==> src/rtl/mutex_pkg.sv <==
// Shared types and helpers for the N-channel mutex arbiter.
// Holds the FSM state enum, parameter defaults, the owner-index width
// helper and the round-robin pick function used by mutex_arbiter.
package mutex_pkg;

    typedef enum logic [1:0] {
        IDLE,
        GRANT,
        RELEASE
    } state_t;

    localparam int SYNC_STAGES_DEF = 2;
    localparam int MAX_HOLD_DEF    = 255;
    localparam int MAX_CH          = 32;

    // Owner index width; a single channel still needs one bit.
    function automatic int idx_w(input int n);
        return (n <= 2) ? 1 : $clog2(n);
    endfunction

    // First set bit of cand at or after ptr, wrapping modulo n.
    // Returns 0 when cand is empty; callers qualify with |cand.
    function automatic logic [4:0] rr_pick(
        input logic [31:0] cand,
        input logic [4:0]  ptr,
        input int          n
    );
        logic [4:0] sel;
        logic       found;
        logic [5:0] j;
        sel   = '0;
        found = 1'b0;
        for (int i = 0; i < MAX_CH; i++) begin
            if (i < n) begin
                j = {1'b0, ptr} + 6'(i);
                if (j >= 6'(n)) begin
                    j = j - 6'(n);
                end
                if (!found && cand[j[4:0]]) begin
                    sel   = j[4:0];
                    found = 1'b1;
                end
            end
        end
        return sel;
    endfunction

endpackage

==> src/rtl/mutex_arbiter_req_sync.sv <==
// Per-bit request synchroniser chain with asynchronous reset.
// Ports: clk, rst (async, active-high), d (raw req), q (synchronised).
// STAGES = 0 turns the block into a straight wire.
module req_sync
    import mutex_pkg::*;
#(
    parameter int WIDTH  = 1,
    parameter int STAGES = SYNC_STAGES_DEF
) (
    input  logic             clk,
    input  logic             rst,
    input  logic [WIDTH-1:0] d,
    output logic [WIDTH-1:0] q
);

    generate
        if (STAGES == 0) begin : g_bypass
            assign q = d;
        end else begin : g_chain
            logic [WIDTH-1:0] stg [STAGES];

            always_ff @(posedge clk or posedge rst) begin
                if (rst) begin
                    for (int i = 0; i < STAGES; i++) begin
                        stg[i] <= '0;
                    end
                end else begin
                    stg[0] <= d;
                    for (int i = 1; i < STAGES; i++) begin
                        stg[i] <= stg[i-1];
                    end
                end
            end

            assign q = stg[STAGES-1];
        end
    endgenerate

endmodule

==> src/rtl/mutex_arbiter.sv <==
// N-channel clocked mutex: synchronised level requests, four-phase
// req/gnt handshake, round-robin fairness, break-before-make hand-over.
// Ports: clk, rst (async, active-high), req[N_CH], gnt[N_CH] (one-hot
// or zero), busy, owner[IDX_W] (holds last value), timeout (pulse).
// Optional grant-hold limit enabled by defining MUTEX_ARB_TIMEOUT_EN;
// without it timeout is tied low and grants are held indefinitely.
module mutex_arbiter
    import mutex_pkg::*;
#(
    parameter int N_CH        = 2,
    parameter int SYNC_STAGES = SYNC_STAGES_DEF,
    parameter int MAX_HOLD    = MAX_HOLD_DEF,
    parameter int IDX_W       = idx_w(N_CH)
) (
    input  logic             clk,
    input  logic             rst,
    input  logic [N_CH-1:0]  req,
    output logic [N_CH-1:0]  gnt,
    output logic             busy,
    output logic [IDX_W-1:0] owner,
    output logic             timeout
);

    logic [N_CH-1:0]  req_s;
    logic [N_CH-1:0]  cand;
    logic [IDX_W-1:0] sel;
    logic [IDX_W-1:0] ptr;
    logic [IDX_W-1:0] ptr_nxt;
    logic             win;
    logic             own_req;
    logic             drop;
    logic             force_rel;
    logic             expire;
    state_t           state;

    req_sync #(
        .WIDTH  (N_CH),
        .STAGES (SYNC_STAGES)
    ) u_sync (
        .clk (clk),
        .rst (rst),
        .d   (req),
        .q   (req_s)
    );

`ifdef MUTEX_ARB_TIMEOUT_EN
    localparam int HOLD_W = $clog2(MAX_HOLD + 1);

    logic [HOLD_W-1:0] hold_cnt;
    logic [N_CH-1:0]   mask;
    logic              timeout_q;

    assign expire = (hold_cnt == HOLD_W'(MAX_HOLD - 1));

    // Counter idles at zero outside GRANT, so entry always starts at 0.
    // A timed-out channel stays masked until its req_s is seen low.
    always_ff @(posedge clk or posedge rst) begin
        if (rst) begin
            hold_cnt  <= '0;
            mask      <= '0;
            timeout_q <= 1'b0;
        end else begin
            timeout_q <= force_rel;
            mask      <= (mask & req_s)
                       | (force_rel ? (N_CH'(1) << owner) : '0);
            if (state == GRANT) begin
                hold_cnt <= hold_cnt + 1'b1;
            end else begin
                hold_cnt <= '0;
            end
        end
    end

    assign cand    = req_s & ~mask;
    assign timeout = timeout_q;
`else
    logic unused_hold;

    assign unused_hold = ^MAX_HOLD;
    assign expire      = 1'b0;
    assign cand        = req_s;
    assign timeout     = 1'b0;
`endif

    always_comb begin
        win       = |cand;
        sel       = IDX_W'(rr_pick(32'(cand), 5'(ptr), N_CH));
        own_req   = req_s[owner];
        drop      = (state == GRANT) && !own_req;
        force_rel = (state == GRANT) && own_req && expire;
        ptr_nxt   = (int'(owner) == N_CH - 1) ? '0 : owner + 1'b1;
    end

    always_ff @(posedge clk or posedge rst) begin
        if (rst) begin
            state <= IDLE;
            gnt   <= '0;
            busy  <= 1'b0;
            owner <= '0;
            ptr   <= '0;
        end else begin
            unique case (state)
                IDLE, RELEASE: begin
                    if (win) begin
                        gnt   <= N_CH'(1) << sel;
                        owner <= sel;
                        busy  <= 1'b1;
                        state <= GRANT;
                    end else begin
                        gnt   <= '0;
                        busy  <= 1'b0;
                        state <= IDLE;
                    end
                end
                GRANT: begin
                    // Release cycle gives the mandatory all-zero gap.
                    if (drop || force_rel) begin
                        gnt   <= '0;
                        busy  <= 1'b0;
                        ptr   <= ptr_nxt;
                        state <= RELEASE;
                    end
                end
                default: begin
                    gnt   <= '0;
                    busy  <= 1'b0;
                    state <= IDLE;
                end
            endcase
        end
    end

endmodule
==> config.mk <==
export PLATFORM = sky130hd
export DESIGN_NAME = mutex_arbiter
export DESIGN_NICKNAME = d
export VERILOG_FILES = /design/src/rtl/mutex_pkg.sv /design/src/rtl/mutex_arbiter_req_sync.sv /design/src/rtl/mutex_arbiter.sv
export SDC_FILE = /design/constraint.sdc
export NUM_CORES = 1
export LEC_CHECK = 0
export CORE_UTILIZATION = 30
export CTS_CLUSTER_SIZE = 10
export DETAILED_ROUTE_END_ITERATION = 16
export REMOVE_ABC_BUFFERS = 1
export SLEW_MARGIN = 0
export SYNTH_ARGS = -nofsm -noshare
export SYNTH_HDL_FRONTEND = slang
export SYNTH_SLANG_ARGS = --single-unit
==> constraint.sdc <==
create_clock -name clk -period 2.3 [get_ports clk]
set_input_delay 0.575 -clock clk [delete_from_list [all_inputs] [get_ports clk]]
set_output_delay 0.575 -clock clk [all_outputs]
set_load 0.01 [all_outputs]
; Word-level counts from Yosys, hierarchy flattened
; Cells that the tools add are included.
[classes]
eq_ne = 3
shift = 1
muxes = 21
n_addsub = 4
reduce_logical = 9
order_cmp = 5
[ops]
columns = cell, n
row1 = < comparator 5 x 6 -> 1 bit (second input constant), 2
row2 = two-way mux 1 bit, 11
row3 = binary-select mux 1 bit (select 5 bit), 2
row4 = two-way mux 5 bit, 2
row5 = case mux 2 bit (2 select lines), 2
row6 = two-way mux 2 bit, 3
row7 = AND reduction 2 bit, 2
row8 = OR reduction 2 bit, 2
row9 = subtractor 1 x 2 -> 3 bit (second input constant), 1
row10 = subtractor 2 x 2 -> 3 bit (second input constant), 1
row11 = adder 1 x 1 -> 2 bit (second input constant), 1
row12 = == test 2 x 1 -> 1 bit (second input constant), 1
row13 = == test 2 bit (second input constant), 1
row14 = greater-or-equal comparator 1 x 2 -> 1 bit (second input constant), 1
row15 = greater-or-equal comparator 2 bit (second input constant), 1
row16 = logical AND 1 bit, 2
row17 = zero test 1 bit, 2
row18 = zero test 2 bit, 1
row19 = < comparator 1 x 2 -> 1 bit (second input constant), 1
row20 = inequality test 2 bit (second input constant), 1
row21 = case mux 1 bit (2 select lines), 1
row22 = left shift 1 x 1 -> 2 bit (first input constant), 1
row23 = adder 1 bit (second input constant), 1
[totals]
in_bits = 4
wordCells = 50
ff_bits = 11
output_inout_bits = 5

; Longest topological paths before layout
; Gate-level depths: netlist of the first run.
[logic_depth]
depth_word = 11
ltp_mapped = 2
ltp_nobuf = 2

; By module
; From an unflattened synthesis of the first run, not the netlist that was laid out.
[hier_totals]
hier_cells = 34
hier_area_um2 = 421.7
[by_module_without_submodules]
columns = module, instances, cells_each, area_each_um2, seq_area_each_um2
row1 = mutex_arbiter, 1, 27, 302.8, 150.1
row2 = req_sync, 1, 7, 118.9, 100.1

; Worst setup path after synthesis of the first run
; OpenSTA, ideal clock, no wires.
[synth_path]
path_type = reg2out
from = register owner
to = output owner
setup_slack_ns = 1.299
t_arrival_ns = 0.426
path_buffers = 0
t_required_ns = 1.725
path_stages_with_launch = 1
cell_sequence = dfrtp_1
[synth_rtl]
columns = element, line_no
row1 = from (decl), mutex_arbiter.sv:20  ; output logic [IDX_W-1:0] owner,
row2 = from (signal assigned), mutex_arbiter.sv:106  ; owner <= sel;
; No word-level cell between the ends.

; Worst setup path in the final report of the first run
[layout_path]
from = register owner
to = output owner
; No word-level cell between the ends.

==> results of run 1 <==
==> through the flow <==
step,std cells,instance area [µm²],setup slack (ps)
after CTS,59,556,442
after detailed placement,55,529,734
after global routing,59,556,391
final,59,556,459
after floorplan,33,440,1300
after global placement,55,529,775
==> cell usage in the layout (no fill, tap or decap) <==
cell,synthesis,routed
mux2i_2,1,1
clkbuf_4,0,3
clkdlybuf4s50_1,0,7
o21ai_0,1,1
conb_1,1,1
o21bai_1,1,1
nand4bb_1,1,1
nor2b_1,2,2
dfrtp_1,11,11
nor3b_1,1,1
nand3b_1,2,2
inv_1,2,2
o211a_1,1,1
o2bb2ai_1,2,2
nand2_1,1,1
clkbuf_1,0,1
nand2b_1,2,2
or2b_1,1,1
a2bb2oi_1,1,1
o31ai_2,1,1
and3b_1,1,1
==> per-layer routing <==
layer	vias up	GRT usage	share of wire
met5	-	0	0
met4	0	0.100	0.031
met3	2	0.0815	0.048
met2	12	0.183	0.49
met1	129	0.140	0.43
li1	137	-	-
==> power groups by stage <==
stage	Combinational, mW	Clock [mW]	Sequential [mW]
finish	0.223	0.132	0.317
global route	0.251	0.148	0.330
CTS	0.227	0.139	0.319
detailed placement	0.225	0	0.323
global placement	0.220	0	0.312
floorplan	0.126	0	0.320
==> synth_stat cells <==
cell	number
mux2i_2	1
conb_1	1
and3b_1	1
a2bb2oi_1	1
o211a_1	1
o21bai_1	1
or2b_1	1
nor3b_1	1
buf_4	1
nand2_1	1
nor2b_1	2
o21ai_0	1
o31ai_2	1
nand2b_1	2
inv_1	2
nand4bb_1	1
nand3b_1	2
dfrtp_1	11
o2bb2ai_1	2
==> layout make-up <==
| cell class | count | share of cell area |
|---|---|---|
| clock buffers | 4 | 0.0473 |
| repair buffers | 7 | 0.126 |
| flip-flops and latches | 11 | 0.495 |
| inverters | 2 | 0.0135 |
| well taps | 15 | 0.0338 |
| multi-input cells | 20 | 0.284 |
==> flip-flops by register name, indices dropped and copies added (netlist names) <==
name	flops
state	2
u_sync.g_chain.stg	2
u_sync.q	2
gnt	2
owner	1
busy	1
ptr	1
==> logic make-up after synthesis <==
group / after synthesis
AND/OR/NAND/NOR: 11
buffers and inverters: 3
AO/OA/AOI/OAI: 7
other: 1
multiplexers: 1
flip-flops: 11
==> worst paths after layout <==
check | cells past startpoint | end | slack [ps]
setup reg to reg | 2 | state[0] | 1250
min in group asynchronous | 2 | owner | 580
hold / removal | 0 | u_sync.q[1] | 350
hold reg to reg | 0 | u_sync.q[1] | 350
setup / recovery | 1 | owner | 460
max in group asynchronous | 2 | state[0] | 1430
==> results.cfg, run 1 <==
[power]
power.static_leakage_nw = 0.245
sw_frac_of_total = 0.317
switchingPower_mw = 0.213
vdd_drop_max_mv = 0.426
sequentialPowerShare = 0.472
combPwrFrac = 0.332
post_layout_power_mw = 0.671
p_per_area_nw_per_um2 = 1210
power.internal_mw = 0.458
clockPowerShare = 0.196

[cts]
tritoncts.num_buffers = 3
clkSinkCount = 11
clk_path_buf_depth = 2
post_cts_resized = 0
h_tree_level_count = 1
cts_setup_buffers = 0
worst_skew_pair.late_latency_ps = 270
cts_hold_buf = 0
cts_tree = built
clk_root_buffer_cell = clkbuf_4
cts.reportedPaths.clkPinSlew_ps = 70

[critical_path]
timing.critical_path.required_ps = 1730
worstPathCellList = clkdlybuf4s50_1
worstReg2RegStart = owner
cpLargestDelayFamily = buffers and inverters
cpPeakStageDelay_ps = 570
cp.buffers_inverters = 1
worst-path-max-fanout = 5
setup.worst_path.class = flop to output pin
worst_setup_path_start_kind = flop
critical_path.slowest_cell = clkdlybuf4s50_1
critical_path.startpoint = owner
cp_data_arrival_time_ps = 1270
crit_path_end_kind = output pin

[cells_and_area]
antenna_fix_cells = 0
nFillCells = 145
sequential_cell_area_um2 = 275
finish.net_count = 49
syn2layout_area_growth_pct = 24.0
fin_util = 0.411
multiInputGateArea_um2 = 158
fraction_of_final_layout_cells_sized_beyond_drive_strength_1 = 0.114

[synthesis]
postSynthAreaPerCell_um2 = 13.2
mappedNetlistArea_um2 = 448
synth_simple_gate_area_frac = 0.176
synth_top_family_by_area = simple AND/OR/NAND/NOR gates
ys_seq_elements = 11
synth.yosys.warnings = 0
post_synth_inst_count = 34
netlist_top_cells_area = dfrtp_1 (61%), o2bb2ai_1 (3.9%), nand3b_1 (3.4%)
yosys.area.top_type_share = 0.615
library_cell_with_the_largest_summed_area_after_synthesis = dfrtp_1
synth.yosys.seq_area_share = 0.615
synth-xor-area-share = 0
muxShareOfSynthArea = 0.0307
synth_area_in_adders = 0
post_synthesis_compound_gate_area_fraction = 0.137
synth_cell_types = 19

[timing]
timing_limited_maximum_frequency_mhz = 543
timing.final.crit_period_ps = 1840
period_share = 0.800
setup-violations-final = 0
final-max-slew-violation-count = 0
hold-worst-slack_ps = 351
count_of_final_hold_check_violations = 0
timing.clock.skew_ps = 2.53
rsz0062_at_grt = false
timing.setup.tns_ps = 0

[grt]
vias_in_the_first_global_route = 291
total_global_route_track_usage = 0.131
pin_count_of_the_biggest_net_entering_global_routing = 12
grt_pass1_wl_um = 1250
antenna_violations_before_repair = 0
grt_remaining_overflow = 0

[drt]
drt_pass1_iterations = 4
remaining_drc_errors = 0
post_drt_wl_per_cell_um = 11.6
antenna_left = 0
detail_route.wirelength_um = 687
drt_iter0_drc = 2
via_count = 280
vias_per_cell = 4.75

[placement]
globalplace.congestion = 0.696
numPortBuffers = 7
place_hpwl_um = 502

[floorplan]
start_util = 0.332
dieArea_um2 = 1650
die-width_um = 40.6
dieHeight_um = 40.6
boundaryPins = 9
core_area_um2 = 1350
row_count = 13

[run_status]
run_status = finished, final reports clean

[run]
timing.max_cap.violations = 0

[hold_path]
hold_path.class = flop to flop
min_from = u_sync.g_chain.stg[3]
Power figures use the tool's default switching activity.
==> inputs of run 2 (changes only) <==
==> constraint.sdc (replaced) <==
create_clock -name clk -period 1.59 [get_ports clk]
set_input_delay 0.3975 -clock clk [delete_from_list [all_inputs] [get_ports clk]]
set_output_delay 0.3975 -clock clk [all_outputs]
set_load 0.01 [all_outputs]
==> results.cfg, run 2 (synthesis results as in run 1) <==
[hold_path]
hold_path.class = flop to flop

[power]
power.internal_mw = 0.667
p_per_area_nw_per_um2 = 1700
sequentialPowerShare = 0.454
switchingPower_mw = 0.310
combPwrFrac = 0.352
post_layout_power_mw = 0.976
clockPowerShare = 0.195
sw_frac_of_total = 0.317
power.static_leakage_nw = 0.299
vdd_drop_max_mv = 0.568

[cts]
cts_hold_buf = 0
h_tree_level_count = 1
worst_skew_pair.late_latency_ps = 270
tritoncts.num_buffers = 3
cts_tree = built
clkSinkCount = 11
clk_path_buf_depth = 2
cts.reportedPaths.clkPinSlew_ps = 70
clk_root_buffer_cell = clkbuf_4

[cells_and_area]
finish.net_count = 50
layout_common_cells = dfrtp_1 (11), dlymetal6s2s_1 (4), clkbuf_4 (3), clkdlybuf4s50_1 (3)
post_layout_nonfiller_instances = 60
antenna_fix_cells = 0
final_common_cell = dfrtp_1
finished_cell_area_um2 = 573
syn2layout_area_growth_pct = 27.9
fin_util = 0.424
fraction_of_final_layout_cells_sized_beyond_drive_strength_1 = 0.133

[critical_path]
cp_data_arrival_time_ps = 830
crit_path_end_kind = output pin
worst-path-max-fanout = 2
cpLargestDelayFamily = flip-flops
cpPeakStageDelay_ps = 380
worstPathCellList = dlymetal6s2s_1
cp.buffers_inverters = 1
worst_setup_path_start_kind = flop
timing.critical_path.required_ps = 1190
setup.worst_path.class = flop to output pin
critical_path.slowest_cell = dfrtp_1

[timing]
final_critical_path_setup_slack_ps = 366
rsz0062_at_grt = false
count_of_final_hold_check_violations = 0
timing.clock.skew_ps = 2.47
final-max-slew-violation-count = 0
timing_limited_maximum_frequency_mhz = 817
timing.setup.tns_ps = 0
hold-worst-slack_ps = 351
setup-violations-final = 0
period_share = 0.770
timing.final.crit_period_ps = 1220

[floorplan]
start_util = 0.332
dieArea_um2 = 1650
core_area_um2 = 1350
boundaryPins = 9
die-width_um = 40.6
dieHeight_um = 40.6
row_count = 13

[drt]
post_drt_wl_per_cell_um = 11.6
drt_pass1_iterations = 2
vias_per_cell = 4.80
remaining_drc_errors = 0
antenna_left = 0
detail_route.wirelength_um = 697
drt_iter0_drc = 1
via_count = 288

[grt]
vias_in_the_first_global_route = 295
antenna_violations_before_repair = 0
grt_remaining_overflow = 0
pin_count_of_the_biggest_net_entering_global_routing = 12
grt_pass1_wl_um = 1260
total_global_route_track_usage = 0.132

[placement]
globalplace.congestion = 0.696
placedInstanceArea_um2 = 529
place_inst = 55
place_hpwl_um = 502
numPortBuffers = 7
dpl_worst_slack_ps = 201

[run_status]
run_status = finished, final reports clean

[run]
timing.max_cap.violations = 0
==> run 2: cell types whose count changed in the layout (fill, tap and decap cells not counted) <==
cell,before,now
clkdlybuf4s50_1,7,3
dlymetal6s2s_1,0,4
buf_4,0,1
==> run 2: cell type report <==
cell class                      instances  area (µm²)
Fill cell                             141         777
Sequential cell                        11         275
Multi-Input combinational cell         20         158
Timing Repair Buffer                    8        87.6
Clock buffer                            4        26.3
Tap cell                               15        18.8
Inverter                                2        7.51
==> run 2: final timing paths <==
path | start | to | slack (ps) | cells after the start
min | u_sync.g_chain.stg[3] | u_sync.q[1] | 350 | 0
min reg2reg | u_sync.g_chain.stg[3] | u_sync.q[1] | 350 | 0
max | owner | owner | 370 | 1
max in group asynchronous | rst | state[0] | 900 | 2
min in group asynchronous | rst | owner | 400 | 2
max reg2reg | owner | state[0] | 500 | 3
==> run 2: worst register-to-register path, stage by stage (launching register included) <==
cell and delay [ps]:
dfrtp_1 380, buf_4 150, mux2i_2 290, o21ai_0 140
==> run 2: power groups by stage <==
| stage | clock network [mW] | logic (mW) | registers, mW |
|---|---|---|---|
| after detailed placement | 0 | 0.325 | 0.468 |
| after global placement | 0 | 0.319 | 0.451 |
| final | 0.190 | 0.343 | 0.443 |
| after floorplan | 0 | 0.182 | 0.463 |
| after global routing | 0.215 | 0.384 | 0.462 |
| after CTS | 0.200 | 0.361 | 0.448 |
==> run 2: timing repair <==
item | CTS | global route
setup endpoints to repair | 1 | 4
buffers inserted | 1 | 0
gates resized for setup | 0 | 4
==> run 2: layer usage <==
metal	share of wire	GRT usage
met5	0	0
met4	0.027	0.100
met3	0.056	0.0815
met2	0.50	0.187
met1	0.41	0.140
==> inputs of run 3 (changes only) <==
==> constraint.sdc (replaced) <==
create_clock -name clk -period 1.09 [get_ports clk]
set_input_delay 0.2725 -clock clk [delete_from_list [all_inputs] [get_ports clk]]
set_output_delay 0.2725 -clock clk [all_outputs]
set_load 0.01 [all_outputs]
==> results.cfg, run 3 (synthesis results as in run 1) <==
[run_status]
run_status = finished, final reports clean

[timing]
rsz0062_at_grt = false
timing.final.crit_period_ps = 1040
final-max-slew-violation-count = 0
count_of_final_hold_check_violations = 0
timing.clock.skew_ps = 2.37
timing_limited_maximum_frequency_mhz = 958
setup-violations-final = 0
period_share = 0.958
timing.setup.tns_ps = 0

[placement]
globalplace.congestion = 0.696
place_hpwl_um = 487
numPortBuffers = 7

[cells_and_area]
nFillCells = 132
fraction_of_final_layout_cells_sized_beyond_drive_strength_1 = 0.271
final_common_cell = dfrtp_1
finish.net_count = 53
multiInputGateArea_um2 = 166
layout_common_cells = dfrtp_1 (11), buf_2 (4), buf_4 (4), clkbuf_4 (3), clkdlybuf4s50_1 (3)
syn2layout_area_growth_pct = 28.2
antenna_fix_cells = 0
sequential_cell_area_um2 = 275

[cts]
cts.reportedPaths.clkPinSlew_ps = 60
clk_path_buf_depth = 2
worst_skew_pair.late_latency_ps = 260
h_tree_level_count = 1
clkSinkCount = 11
cts_tree = built
tritoncts.num_buffers = 3
clk_root_buffer_cell = clkbuf_4

[critical_path]
cpLargestDelayFamily = flip-flops
crit_path_end_kind = output pin
worst-path-max-fanout = 2
cp.buffers_inverters = 1
cp_data_arrival_time_ps = 770
worstPathCellList = buf_2
regToRegSetupSlack_ps = 80
cpPeakStageDelay_ps = 380
worstReg2RegStart = owner
critical_path.slowest_cell = dfrtp_1
crit_cells = 1
timing.reg2reg.worst_path_depth = 3
reg2reg_to = busy
setup.worst_path.class = flop to output pin
worst_setup_path_start_kind = flop
timing.critical_path.required_ps = 820

[power]
p_per_area_nw_per_um2 = 2510
post_layout_power_mw = 1.44
power.static_leakage_nw = 0.269
vdd_drop_max_mv = 1.09

[floorplan]
dieArea_um2 = 1650
dieHeight_um = 40.6
core_area_um2 = 1350
die-width_um = 40.6
boundaryPins = 9
start_util = 0.332
row_count = 13

[run]
timing.max_cap.violations = 0

[grt]
vias_in_the_first_global_route = 293
grt_remaining_overflow = 0
antenna_violations_before_repair = 0
pin_count_of_the_biggest_net_entering_global_routing = 12
total_global_route_track_usage = 0.118
grt_pass1_wl_um = 1230

[drt]
detail_route.wirelength_um = 683
remaining_drc_errors = 0
drt_iter0_drc = 3
drt_pass1_iterations = 2
vias_per_cell = 4.95
antenna_left = 0
post_drt_wl_per_cell_um = 10.8
via_count = 312

[hold_path]
hold_path.class = input port to asynchronous set/reset pin
## run 3: worst max path at each step
stage | end | from | slack (ps)
after global routing | gnt[1] | gnt[1] | 5
final | gnt[1] | gnt[1] | 50
after floorplan | state[0] | owner | 90
after global placement | gnt[0] | gnt[0] | -30
after CTS | state[1] | owner | 9
after detailed placement | gnt[1] | gnt[1] | -40
## run 3: through the flow
step	setup WS, ps	hold slack (ps)	cell area (µm²)	util	cells
2_1_floorplan	91.3	125	440	-	33
3_3_place_gp	-34.6	335	544	0.403	57
3_5_place_dp	-43.1	339	544	0.403	57
4_1_cts	8.94	300	558	0.413	62
5_1_grt	5.33	323	574	0.425	63
6_report	46.3	291	574	0.425	63
## run 3: area by class of cell
type,instances,area share
clock buffer,4,0.0458
tap,15,0.0327
sequential,11,0.479
inverter,2,0.0131
multi-input combinational,20,0.290
timing repair buffer,11,0.139
## run 3: routing by layer
metal | track usage | routed length (µm) | vias to the layer above
li1 | - | - | 149
met1 | 0.128 | 300 | 152
met2 | 0.190 | 337 | 11
met3 | 0.0652 | 46 | 0
met4 | 0.0500 | 0 | 0
met5 | 0 | 0 | -
## run 3: what timing repair did
item                       4_1_cts  5_1_grt
setup endpoints to repair        4        3
hold buffers                     0        0
resized for setup               16        1
setup buffers                    1        1
## run 3: power breakdown
| group | internal, mW | switching [mW] | leakage (nW) |
|---|---|---|---|
| logic | 0.317 | 0.223 | 0.120 |
| clock network | 0.141 | 0.120 | 0.0150 |
| registers | 0.531 | 0.111 | 0.134 |
| total | 0.990 | 0.454 | 0.269 |
